**src/rtl/seg7_pkg.sv**
```systemverilog
// Shared types and constants for the 4-digit common-anode 7-segment scan driver.
package seg7_pkg;

  localparam int unsigned CODE_W     = 4;
  localparam int unsigned SEG_W      = 7;
  localparam int unsigned AN_W       = 4;
  localparam int unsigned NUM_DIGITS = 4;
  localparam int unsigned IDX_W      = 2;

  typedef logic [SEG_W-1:0]  seg_t;
  typedef logic [AN_W-1:0]   an_t;
  typedef logic [CODE_W-1:0] code_t;

  // Per-digit payload routed from the selected input slot
  typedef struct packed {
    code_t code;
    logic  blank;
    logic  flash;
    logic  lz_dark;
  } digit_sel_t;

  localparam seg_t SEG_OFF = 7'h7F;
  localparam an_t  AN_OFF  = 4'hF;

  localparam code_t CODE_A = 4'd10;
  localparam code_t CODE_B = 4'd11;
  localparam code_t CODE_C = 4'd12;
  localparam code_t CODE_D = 4'd13;
  localparam code_t CODE_E = 4'd14;
  localparam code_t CODE_F = 4'd15;

  // Active-low {g,f,e,d,c,b,a} patterns
  localparam seg_t SEG_0 = 7'h40;
  localparam seg_t SEG_1 = 7'h79;
  localparam seg_t SEG_2 = 7'h24;
  localparam seg_t SEG_3 = 7'h30;
  localparam seg_t SEG_4 = 7'h19;
  localparam seg_t SEG_5 = 7'h12;
  localparam seg_t SEG_6 = 7'h02;
  localparam seg_t SEG_7 = 7'h78;
  localparam seg_t SEG_8 = 7'h00;
  localparam seg_t SEG_9 = 7'h10;
  localparam seg_t SEG_A = 7'h08;
  localparam seg_t SEG_B = 7'h03;
  localparam seg_t SEG_C = 7'h46;
  localparam seg_t SEG_D = 7'h21;
  localparam seg_t SEG_E = 7'h06;
  localparam seg_t SEG_F = 7'h0E;

endpackage

```
**src/rtl/seg7_decode.sv**
```systemverilog
// Combinational hex code to active-low 7-segment pattern.
module seg7_decode
  import seg7_pkg::*;
(
  input  logic [CODE_W-1:0] i_code,
  output logic [SEG_W-1:0]  o_seg_c
);

  always_comb begin
    o_seg_c = SEG_OFF;
    case (i_code)
      4'd0:    o_seg_c = SEG_0;
      4'd1:    o_seg_c = SEG_1;
      4'd2:    o_seg_c = SEG_2;
      4'd3:    o_seg_c = SEG_3;
      4'd4:    o_seg_c = SEG_4;
      4'd5:    o_seg_c = SEG_5;
      4'd6:    o_seg_c = SEG_6;
      4'd7:    o_seg_c = SEG_7;
      4'd8:    o_seg_c = SEG_8;
      4'd9:    o_seg_c = SEG_9;
      CODE_A:  o_seg_c = SEG_A;
      CODE_B:  o_seg_c = SEG_B;
      CODE_C:  o_seg_c = SEG_C;
      CODE_D:  o_seg_c = SEG_D;
      CODE_E:  o_seg_c = SEG_E;
      CODE_F:  o_seg_c = SEG_F;
      default: o_seg_c = SEG_OFF;
    endcase
  end

endmodule

```
**src/rtl/seg7_scan_driver.sv**
```systemverilog
// Time-multiplexed 4-digit common-anode 7-segment driver with blank/flash masks.
// Optional leading-zero suppression on digits 3..1 via SEG7_LEADING_ZERO_BLANK_EN.
module seg7_scan_driver
  import seg7_pkg::*;
#(
  parameter int unsigned SCAN_DIV    = 50000,
  parameter int unsigned BLINK_TICKS = 250
) (
  input  logic              clk,
  input  logic              rst,
  input  logic [CODE_W-1:0] digit0,
  input  logic [CODE_W-1:0] digit1,
  input  logic [CODE_W-1:0] digit2,
  input  logic [CODE_W-1:0] digit3,
  input  logic [AN_W-1:0]   blank,
  input  logic [AN_W-1:0]   flash,
  output logic [SEG_W-1:0]  seg,
  output logic [AN_W-1:0]   an,
  output logic              dp
);

  localparam int unsigned PRE_W   = (SCAN_DIV > 1) ? $clog2(SCAN_DIV) : 1;
  localparam int unsigned BLINK_W = (BLINK_TICKS > 1) ? $clog2(BLINK_TICKS) : 1;

  logic [PRE_W-1:0]   r_pre;
  logic [IDX_W-1:0]   r_idx;
  logic [BLINK_W-1:0] r_blink_cnt;
  logic               r_phase;
  logic [AN_W-1:0]    r_an;
  logic [SEG_W-1:0]   r_seg;

  logic               w_tick;
  logic               w_blink_wrap;
  logic [AN_W-1:0]    w_lz;
  digit_sel_t         w_sel;
  logic [SEG_W-1:0]   w_seg_dec;
  logic               w_dark;
  logic [AN_W-1:0]    w_an_on;

  assign w_tick       = (r_pre == PRE_W'(SCAN_DIV - 1));
  assign w_blink_wrap = w_tick && (r_blink_cnt == BLINK_W'(BLINK_TICKS - 1));

  // Prescaler, scan index and blink phase
  always_ff @(posedge clk) begin
    if (rst) begin
      r_pre       <= '0;
      r_idx       <= '0;
      r_blink_cnt <= '0;
      r_phase     <= 1'b1;
    end else begin
      r_pre <= w_tick ? '0 : r_pre + PRE_W'(1);
      if (w_tick) begin
        r_idx       <= r_idx + IDX_W'(1);
        r_blink_cnt <= w_blink_wrap ? '0 : r_blink_cnt + BLINK_W'(1);
        if (w_blink_wrap) r_phase <= ~r_phase;
      end
    end
  end

`ifdef SEG7_LEADING_ZERO_BLANK_EN
  // A digit is suppressed only when it and every digit to its left are zero
  always_comb begin
    w_lz    = '0;
    w_lz[3] = (digit3 == '0);
    w_lz[2] = w_lz[3] && (digit2 == '0);
    w_lz[1] = w_lz[2] && (digit1 == '0);
    w_lz[0] = 1'b0;
  end
`else
  assign w_lz = '0;
`endif

  always_comb begin
    w_sel         = '0;
    w_sel.blank   = blank[r_idx];
    w_sel.flash   = flash[r_idx];
    w_sel.lz_dark = w_lz[r_idx];
    case (r_idx)
      2'd0:    w_sel.code = digit0;
      2'd1:    w_sel.code = digit1;
      2'd2:    w_sel.code = digit2;
      default: w_sel.code = digit3;
    endcase
  end

  seg7_decode u_decode (
    .i_code  (w_sel.code),
    .o_seg_c (w_seg_dec)
  );

  assign w_dark  = w_sel.blank || w_sel.lz_dark || (w_sel.flash && !r_phase);
  assign w_an_on = ~(AN_W'(1) << r_idx);

  // Output register reloads every cycle from live inputs
  always_ff @(posedge clk) begin
    if (rst) begin
      r_an  <= AN_OFF;
      r_seg <= SEG_OFF;
    end else begin
      r_an  <= w_dark ? AN_OFF  : w_an_on;
      r_seg <= w_dark ? SEG_OFF : w_seg_dec;
    end
  end

  assign an  = r_an;
  assign seg = r_seg;
  assign dp  = 1'b1;

endmodule

```
**config.mk**
```make
export PLATFORM = sky130hd
export DESIGN_NAME = seg7_scan_driver
export DESIGN_NICKNAME = d
export VERILOG_FILES = /design/src/rtl/seg7_pkg.sv /design/src/rtl/seg7_decode.sv /design/src/rtl/seg7_scan_driver.sv
export SDC_FILE = /design/constraint.sdc
export NUM_CORES = 1
export LEC_CHECK = 0
export ABC_AREA = 1
export CAP_MARGIN = 15
export CORE_UTILIZATION = 53
export DETAILED_ROUTE_END_ITERATION = 7
export GPL_TIMING_DRIVEN = 0
export PLACE_DENSITY = 0.8
export SYNTH_ARGS = -nofsm -noshare
export SYNTH_HDL_FRONTEND = slang
export SYNTH_HIERARCHICAL = 1
export SYNTH_SLANG_ARGS = --single-unit
```
**constraint.sdc**
```tcl
create_clock -name clk -period 2.5 [get_ports clk]
set_input_delay 0.5 -clock clk [delete_from_list [all_inputs] [get_ports clk]]
set_output_delay 0.5 -clock clk [all_outputs]
set_load 0.005 [all_outputs]
```
### After elaboration in Yosys (flattened, before gate mapping)

Memory sizes are Yosys's and may differ from the RTL's. A register that Yosys moved wholly into a read port is not among the register bits.
Index checks and enable logic that the tools add are counted.

* shift-type cells: 1
* $add $sub $neg: 3
* $lt $le $gt $ge: 1
* mux-type cells: 8
* reductions and logical operators: 9
* bitwise operators: 2
* eq/ne operators: 4

Operators with widths (count)
* $add 16x1->16 const B: 1
* $eq 16x16->1 const B: 1
* $pmux 4 s3: 1
* $add 8x1->8 const B: 1
* $eq 8x8->1 const B: 1
* $mux 8: 1
* $bmux 1 s2: 3
* $not 4->4: 1
* $reduce_or 2->1: 2
* $shl 1x2->4 const A: 1
* $lt 2x3->1 const B: 1
* $mux 1: 3
* $add 2x1->2 const B: 1
* $eq 2x1->1 const B: 1
* $eq 2x2->1 const B: 1
* $logic_and 1x1->1: 2
* $logic_not 2->1: 1
* $logic_or 1x1->1: 2
* $reduce_and 2->1: 1
* $logic_not 1->1: 1
* $not 1->1: 1

* input port bits: 26
* bits in read-only memories: 112
* output and inout bits: 12
* logic and storage cells: 34
* bits in registers: 31
* memories: 1

Memories
* (no name shown): depth 16, bits a word 7, read ports 1, clocked after Yosys merged registers in 1, wr ports 0, RTL line seg7_decode.sv:11 `case (i_code)`

### Longest topological paths before layout

* depth in word-level cells: 5
* gate-level depth with buffers: 12
* mapped depth without buffers: 12

### Cells and area by module

Netlist, hierarchy kept.

Modules (own cells, without submodules)
* seg7_scan_driver: times used 1, cells an instance 272, area an instance 1955.6 sq um, seq. area each 760.7 sq um
* seg7_decode: times used 1, cells an instance 49, area an instance 274.0 sq um, seq. area each 0.0 sq um

### Least setup slack after synthesis

No wires, ideal clock.

* path type: register to register
* start: register r_idx[0]
* end: register r_seg[3] (netlist: seg[3])
* slack: 248 ps
* path buffers: 0
* arrival time: 2132 ps
* clock period less this slack: 2252 ps
* library setup time: 120 ps
* data required time: 2380 ps
* stages on the path, launching flop included: 12
* path through: dfxtp_1 -> inv_2 -> ha_1 -> a22o_1 -> a21oi_1 -> o21ai_0 -> inv_1 -> ha_1 -> nand2_1 -> nand3_1 -> nand2_1 -> or2_1

RTL lines
* start: declaration: RTL line seg7_scan_driver.sv:26 `logic [IDX_W-1:0] r_idx;`
* start signal: assignment: RTL line seg7_scan_driver.sv:53 `r_idx <= r_idx + IDX_W'(1);`
* end: declaration: RTL line seg7_scan_driver.sv:30 `logic [SEG_W-1:0] r_seg;`

==> qor_table.md <==
| Step | Quantity | This run |
|:---|:---|:---|
| synthesis | Yosys warnings | 6 |
| hold path | Worst min-delay path category | reg2reg |
| placed design | Placement Setup Slack | -0.317 ns |
| worst setup path | Crit Reg-Reg Startpoint | r_idx[0]$_SDFFE_PP0P_ |
| worst setup path | Crit end category | register |
| cts | Post-CTS Hold Buffers | 0 |
| timing | Maximum achievable frequency | 424 MHz |
| worst setup path | Depth of the worst register-to-register path | 10 |
| global routing | Via count of the first global-routing pass | 1911 |
| synthesis | Yosys top cell by area | sky130_fd_sc_hd__dfxtp_1 |
| floorplan | Overall die area | 4470 sq um |
| cts | Clock tree from TritonCTS | done |
| worst setup path | Max stage delay on crit path | 0.51 ns |
| timing | Sum Neg Setup Slack | 0 ns |
| placed design | Port-buffer cells | 36 |
| layout | Area growth from synthesis to layout | 24.6% |
| floorplan | Row Count | 23 |
| timing | Final Hold Fails | 0 |
| synthesis | Seq cells post-synth | 38 |
| worst setup path | Library cell appearing most often on the critical path | sky130_fd_sc_hd__ha_1 |
| global routing | Total congestion overflow after global routing | 0 |
| detailed routing | Number of DRC violations after detailed routing | 0 |
| worst setup path | Kind of start point of the critical path | register |
| worst setup path | Crit path arrival time | 2.55 ns |
| placed design | Placer congestion estimate | 0.831 |
| timing | Min cycle time layout | 2.36 ns |
| worst setup path | Maximum fanout count along the critical path | 9 |
| cts | Sink count of the clock tree | 38 |
| detailed routing | First-pass detailed-route iteration total | 4 |
| global routing | Antenna violations before repair | 0 |
| detailed routing | Final WL | 4.81 mm |
| pwr | Peak supply drop | 0.000445 V |
| cts | Number of H-tree branching levels | 2 |
| timing | Final worst setup slack | 0.140 ns |
| cts | CTS buffer count | 5 |
| synthesis | Avg Inst Size Synth | 6.95 sq um |
| detailed routing | Violation count after the first detailed-route iteration | 75 |
| worst setup path | Cell family with most CP delay | adder cells |
| detailed routing | Via total after detailed routing | 2153 |
| synthesis | Number of standard cells after synthesis | 321 |
| global routing | GR Util All Layers | 23.3% |
| synthesis | Synth top area cells | sky130_fd_sc_hd__dfxtp_1 (34%), sky130_fd_sc_hd__nand2_1 (13%), sky130_fd_sc_hd__ha_1 (8.4%) |
| synthesis | Synth cell types | 30 |
| timing | Worst clock skew on the final layout | 0.00530 ns |
| detailed routing | Avg WL per Cell | 11.5 microns |
| worst setup path | Category of the most critical setup path | reg2reg |
| synthesis | Top FF cell, synth | sky130_fd_sc_hd__dfxtp_1 |
| run status | Result of the run | completed |
| layout | Number of filler cells placed in the layout | 343 |
| synthesis | Number of enable flip-flop cells after synthesis | 0 |
| cts | CTS clock-pin slew for the worst setup and hold paths | 0.08 ns |
| timing | Final worst path period share | 94.4% |
| worst setup path | Number of cells on the critical path | 10 |
| global routing | Maximum number of pins on one net before global-route repair | 13 |
| synthesis | Net Count, Synth | 362 |
| floorplan | Die width | 66.9 microns |
| layout | Post-layout net count | 408 |
| hold path | Launch point of the worst hold path | r_pre[0]$_SDFF_PP0_ |
| floorplan | Y dimension of the die | 66.9 microns |
| pwr | Leakage | 1.14 nW |
| worst setup path | Setup slack of the worst register-to-register path | 0.14 ns |
| worst setup path | Slowest library cell on the worst path | sky130_fd_sc_hd__dfxtp_1 |
| worst setup path | Total buffers and inverters traversed by the critical path | 2 |
| cts | Maximum buffer depth of the clock tree | 2 |
| global routing | First-pass GRT wire length | 7.94 mm |
| pwr | P per Cell Area | 434 nW/um^2 |
| timing | Final setup violation count | 0 |
| detailed routing | Via/cell ratio | 5.15 |
| floorplan | Io pins | 38 |
| layout | Area used by sequential logic in the layout | 761 sq um |
| cts | Library cell used as clock root buffer | sky130_fd_sc_hd__clkbuf_8 |
| placed design | DP Wirelength | 3.47 mm |
| worst setup path | Setup crit end | seg[1]$_SDFF_PP1_ |
| layout | Share of final-layout standard cells stronger than drive strength 1 | 10.6% |
| worst setup path | Cell chain of the critical path | inv_2, ha_1, a22o_1, a21oi_1, o21ai_2, inv_1, ha_1, nand3_1, nand2_1, or2_1 |
| layout | Diode insertion count for antenna repair | 0 |
| timing | Final slew viol count | 0 |
| run | Max-cap viol count | 0 |
| cts | Clk_lat worst skew | 0.30 ns |
| synthesis | Sequential share of the synthesized area | 34.1% |
| worst setup path | Crit Reg-Reg Endpoint | seg[1]$_SDFF_PP1_ |
| detailed routing | Post-detailed-route count of antenna-violating nets | 0 |
| layout | Area of combinational cells with multiple inputs | 1280 sq um |
| floorplan | Initial Utilization | 55.3% |
| synthesis | Share of async-settable or async-resettable flops after synthesis | 0% |
| worst setup path | First element of the critical path | r_idx[0]$_SDFFE_PP0P_ |
| floorplan | Core footprint | 4030 sq um |
| synthesis | Proportion of netlist area held by the largest area contributor | 34.1% |
| worst setup path | Data required, critical path | 2.69 ns |
| synthesis | Cell area after technology mapping | 2230 sq um |
report_power, final:
part,total [mW],internal (mW),switching [mW]
Combinational,0.132,0.0760,0.0560
Clock,0.454,0.222,0.232
Sequential,0.621,0.616,0.00439
Total,1.21,0.914,0.293
logic make-up (layout without fill, tap and decap cells):
kind of cell / after synthesis / after routing / share of synthesized area [%]
xor+xnor: 6 / 6 / 2.36
compound gates: 45 / 45 / 11.3
fa+ha+maj: 15 / 15 / 8.42
other cells: 1 / 1 / 0.168
buf+inv: 46 / 93 / 8.98
flops: 38 / 38 / 34.1
simple gates: 170 / 170 / 34.7
sequential cells by signal (all words and copies together) (netlist names):
register / flops
r_phase: 1
r_blink_cnt: 8
r_pre: 16
r_idx: 2
seg: 7
an: 4
cell usage after synthesis (2+ instances only):
cell,count
sky130_fd_sc_hd__inv_2,6
sky130_fd_sc_hd__nand4_1,3
sky130_fd_sc_hd__dfxtp_1,38
sky130_fd_sc_hd__inv_1,34
sky130_fd_sc_hd__o21ai_0,13
sky130_fd_sc_hd__nor3_2,3
sky130_fd_sc_hd__nand2_2,5
sky130_fd_sc_hd__nand2_1,76
sky130_fd_sc_hd__xnor2_1,2
sky130_fd_sc_hd__a21oi_1,21
sky130_fd_sc_hd__nand3_1,34
sky130_fd_sc_hd__o21ai_1,3
sky130_fd_sc_hd__a22o_1,4
sky130_fd_sc_hd__ha_1,15
sky130_fd_sc_hd__nor3_1,5
sky130_fd_sc_hd__buf_6,3
sky130_fd_sc_hd__or2_1,7
sky130_fd_sc_hd__xor2_1,4
sky130_fd_sc_hd__nor2_4,3
sky130_fd_sc_hd__nor2_1,31
sky130_fd_sc_hd__nor2_2,2
repair_timing:
item	CTS	global route
buffers inserted	0	3
cloned	0	0
setup endpoints to repair	7	6
resized for setup	2	2
pin swaps	0	1
worst min path at each step:
stage | to | slack, ns | depth (start not counted)
2_1_floorplan | r_pre[0]$_SDFF_PP0_ | 0.42 | 1
5_1_grt | r_pre[0]$_SDFF_PP0_ | 0.48 | 1
4_1_cts | r_pre[0]$_SDFF_PP0_ | 0.45 | 1
3_5_place_dp | r_pre[0]$_SDFF_PP0_ | 0.44 | 1
3_3_place_gp | r_pre[0]$_SDFF_PP0_ | 0.43 | 1
6_report | r_pre[0]$_SDFF_PP0_ | 0.45 | 1
area by class of cell:
class / count / area share [%]
Clock buffer: 6 / 2.97
Sequential cell: 38 / 27.4
Tap cell: 50 / 2.25
Inverter: 40 / 5.41
Multi-Input combinational cell: 237 / 45.9
Timing Repair Buffer: 39 / 13.8
Clock inverter: 2 / 0.450
Buffer: 6 / 1.80
routing by layer:
| metal | track usage [%] | share of wire [%] | routed length [microns] | up-vias |
|---|---|---|---|---|
| met3 | 4.45 | 6.2 | 298 | 7 |
| met4 | 11.4 | 1.7 | 81 | 0 |
| met2 | 40.8 | 48 | 2290 | 55 |
| li1 | - | - | - | 1117 |
| met1 | 26.7 | 44 | 2140 | 974 |
| met5 | 0 | 0 | 0 | - |
metrics by stage:
| stage | hold slack, ns | total power, mW | cells | area (sq um) | util [%] |
|---|---|---|---|---|---|
| 2_1_floorplan | 0.417 | 0.694 | 321 | 2230 | - |
| 3_3_place_gp | 0.428 | 0.760 | 407 | 2650 | 65.8 |
| 3_5_place_dp | 0.437 | 0.762 | 407 | 2650 | 65.8 |
| 4_1_cts | 0.452 | 1.21 | 415 | 2750 | 68.2 |
| 5_1_grt | 0.484 | 1.25 | 418 | 2780 | 68.9 |
| 6_report | 0.453 | 1.21 | 418 | 2780 | 68.9 |
cell usage in the layout (no fill, tap or decap), types with 2 or more instances in the layout:
master / instances
sky130_fd_sc_hd__nor2_1: 31
sky130_fd_sc_hd__a21oi_1: 21
sky130_fd_sc_hd__xor2_1: 4
sky130_fd_sc_hd__a22o_1: 4
sky130_fd_sc_hd__buf_4: 4
sky130_fd_sc_hd__nor2_4: 3
sky130_fd_sc_hd__or2_1: 7
sky130_fd_sc_hd__nor3_1: 5
sky130_fd_sc_hd__nor3_2: 3
sky130_fd_sc_hd__nand2_2: 5
sky130_fd_sc_hd__nand4_1: 3
sky130_fd_sc_hd__o21ai_2: 3
sky130_fd_sc_hd__inv_2: 6
sky130_fd_sc_hd__nor2_2: 2
sky130_fd_sc_hd__clkbuf_8: 6
sky130_fd_sc_hd__o21ai_0: 11
sky130_fd_sc_hd__dfxtp_1: 38
sky130_fd_sc_hd__nand2_1: 76
sky130_fd_sc_hd__clkdlybuf4s50_1: 36
sky130_fd_sc_hd__nand3_1: 34
sky130_fd_sc_hd__o21ai_1: 3
sky130_fd_sc_hd__xnor2_1: 2
sky130_fd_sc_hd__inv_1: 34
sky130_fd_sc_hd__ha_1: 15
sky130_fd_sc_hd__buf_6: 3
(Power assumes the default switching activity.)
==> RTL edit, RTL diff (config.mk and constraints unchanged) <==
Add a define of `SEG7_LEADING_ZERO_BLANK_EN`.
--- a/src/rtl/seg7_scan_driver.sv
+++ b/src/rtl/seg7_scan_driver.sv
@@ -1,4 +1,6 @@
 // Time-multiplexed 4-digit common-anode 7-segment driver with blank/flash masks.
 // Optional leading-zero suppression on digits 3..1 via SEG7_LEADING_ZERO_BLANK_EN.
+`define SEG7_LEADING_ZERO_BLANK_EN
+
 module seg7_scan_driver
   import seg7_pkg::*;
Check against the original RTL: no difference found for any inputs over 10 cycles, from zero or initial values and one cycle with rst high; that may be too few to reach the edited logic, so the function may still have changed.
==> RTL edit against the original RTL <==
  * Sequential cell count did not move
  * Synthesized area rose by 4.7%
  * Worst setup slack improved by 0.11 ns
  * Sequential power barely moved
  * Power rose by 17%
  * Sequential share of layout area fell by 1.3 points
  * Largest cell class unchanged
  * Routed wire length rose by 4.6%
  * Critical endpoint is now seg[3]
  * Final area rose by 4.8%
==> RTL edit: results (changes against the original RTL) <==
| Metric | Value |
|---|---|
| Max stage delay on crit path | `0.40 ns (-0.11 ns)` |
| Mapped Nets | `384 (+6.1%)` |
| Fin cells | `437 (+4.5%)` |
| Reg-to-reg endpoint | `seg[3]` |
| Initial antenna violation count | `0 (unchanged)` |
| NumNets Final | `427 (+4.7%)` |
| P_int | `0.001119 W (+22%)` |
| Wire length on met1 | `2446 um (+15%)` |
| Leading post-synthesis cells by instance count | `76 x nand2_1, 51 x inv_1, 43 x nand3_1` |
| P_leak | `1.196 nW (+5.2%)` |
| Vias per inst | `5.183 (+0.63%)` |
| DP HPWL | `3745 um (+7.8%)` |
| DRT iter0 DRCs | `156 (+110%)` |
| Worst Path Arrival | `2.42 ns (-0.13 ns)` |
| Synthesized netlist cell count | `343 (+6.9%)` |
| VDD IR-drop max | `312.8 uV (-30%)` |
| # fillers | `341 (-0.58%)` |
| First-pass GRT wire length | `8638 um (+8.9%)` |
| Seq/Total Area, Yosys | `32.58% (-1.5 points)` |
| Largest cells by area after synthesis | `dfxtp_1 33%, nand2_1 12%, nand3_1 9.2%` |
| Fraction of layout cells with a size suffix above 1 | `9.302% (-1.3 points)` |
| Hold WS | `0.4534 ns (+0.0003190 ns)` |
| Critical R2R Launch | `r_idx[0]` |
| Worst R2R Setup Slack | `0.25 ns (+0.11 ns)` |
| Status | `completed` |
| Post-CTS Setup Bufs | `0 (unchanged)` |
| WHS Path Cells | `1 (unchanged)` |
| Synth unique cells | `32 (+6.7%)` |
| R2r worst-path depth | `13 (+3)` |
| Worst clock skew | `0.009373 ns (+0.004077 ns)` |
| Metal3 WL | `150 um (-50%)` |
| Gpl congestion | `0.7948 (-4.4%)` |
## RTL edit: changes by cell type after synthesis, sizes merged, moves of 4 or more
cell / before / now
nor2: 36 / 31
o21ai: 17 / 12
buf: 5 / 9
inv: 40 / 53
a21oi: 22 / 28
or2: 8 / 1
a22o: 4 / 0
nand3: 34 / 46
## RTL edit: area by class of cell
type                       instances  area (um2)  area share [%]
multi-input combinational        242        1310           44.99
sequential                        38       760.7           26.13
timing repair buffer              36       360.3           12.38
inverter                          53       198.9           6.833
clock buffer                       6       82.58           2.836
buffer                            10       76.32           2.621
tap                               50       62.56           2.149
clock inverter                     2       60.06           2.063
## RTL edit: power by group through the flow
| stage | clock network (W) | logic, W | registers (W) |
|---|---|---|---|
| 6_report | 0.000646 | 0.000142 | 0.000621 |
| 5_1_grt | 0.000681 | 0.000160 | 0.000623 |
| 4_1_cts | 0.000655 | 0.000141 | 0.000621 |
| 3_5_place_dp | 0 | 0.000140 | 0.000636 |
| 3_3_place_gp | 0 | 0.000138 | 0.000635 |
| 2_1_floorplan | 0 | 0.0000693 | 0.000636 |
## RTL edit: cells by family after synthesis
group	after synthesis	share of synthesized area, %
simple gates	177	35.58
flops	38	32.58
fa+ha+maj	15	8.039
xor+xnor	5	1.876
other cells	1	0.1606
buf+inv	63	11.79
compound gates	44	9.968
## RTL edit: per-layer routing
| layer | up-vias | GRT usage (%) |
|---|---|---|
| li1 | 1187 | - |
| met1 | 1033 | 32.06 |
| met2 | 39 | 39.71 |
| met3 | 6 | 4.167 |
| met4 | 0 | 9.635 |
| met5 | - | 0 |
## RTL edit: per-stage QoR
step	cell area, um2	worst slack (ns)	setup TNS [ns]	power, W
2_1_floorplan	2335	0.2529	0	0.0007051
3_3_place_gp	2758	-0.1958	-0.7893	0.0007734
3_5_place_dp	2758	-0.2456	-1.102	0.0007758
4_1_cts	2900	0.05682	0	0.001417
5_1_grt	2912	0.06601	0	0.001464
6_report	2912	0.2535	0	0.001409
## RTL edit: how the worst max path moves through the flow
stage / start / endpoint / cells after the start
after floorplan: r_idx[0] / seg[3] / 13
after detailed placement: digit2[1] / seg[3] / 12
after CTS: r_idx[0] / seg[3] / 13
after global placement: digit2[1] / seg[3] / 12
after global routing: r_idx[0] / seg[3] / 14
final: r_idx[0] / seg[3] / 13
## RTL edit: repair_timing
action,4_1_cts,5_1_grt
pin swaps,0,0
endpoints found under the setup margin,7,6
resized for setup,1,3
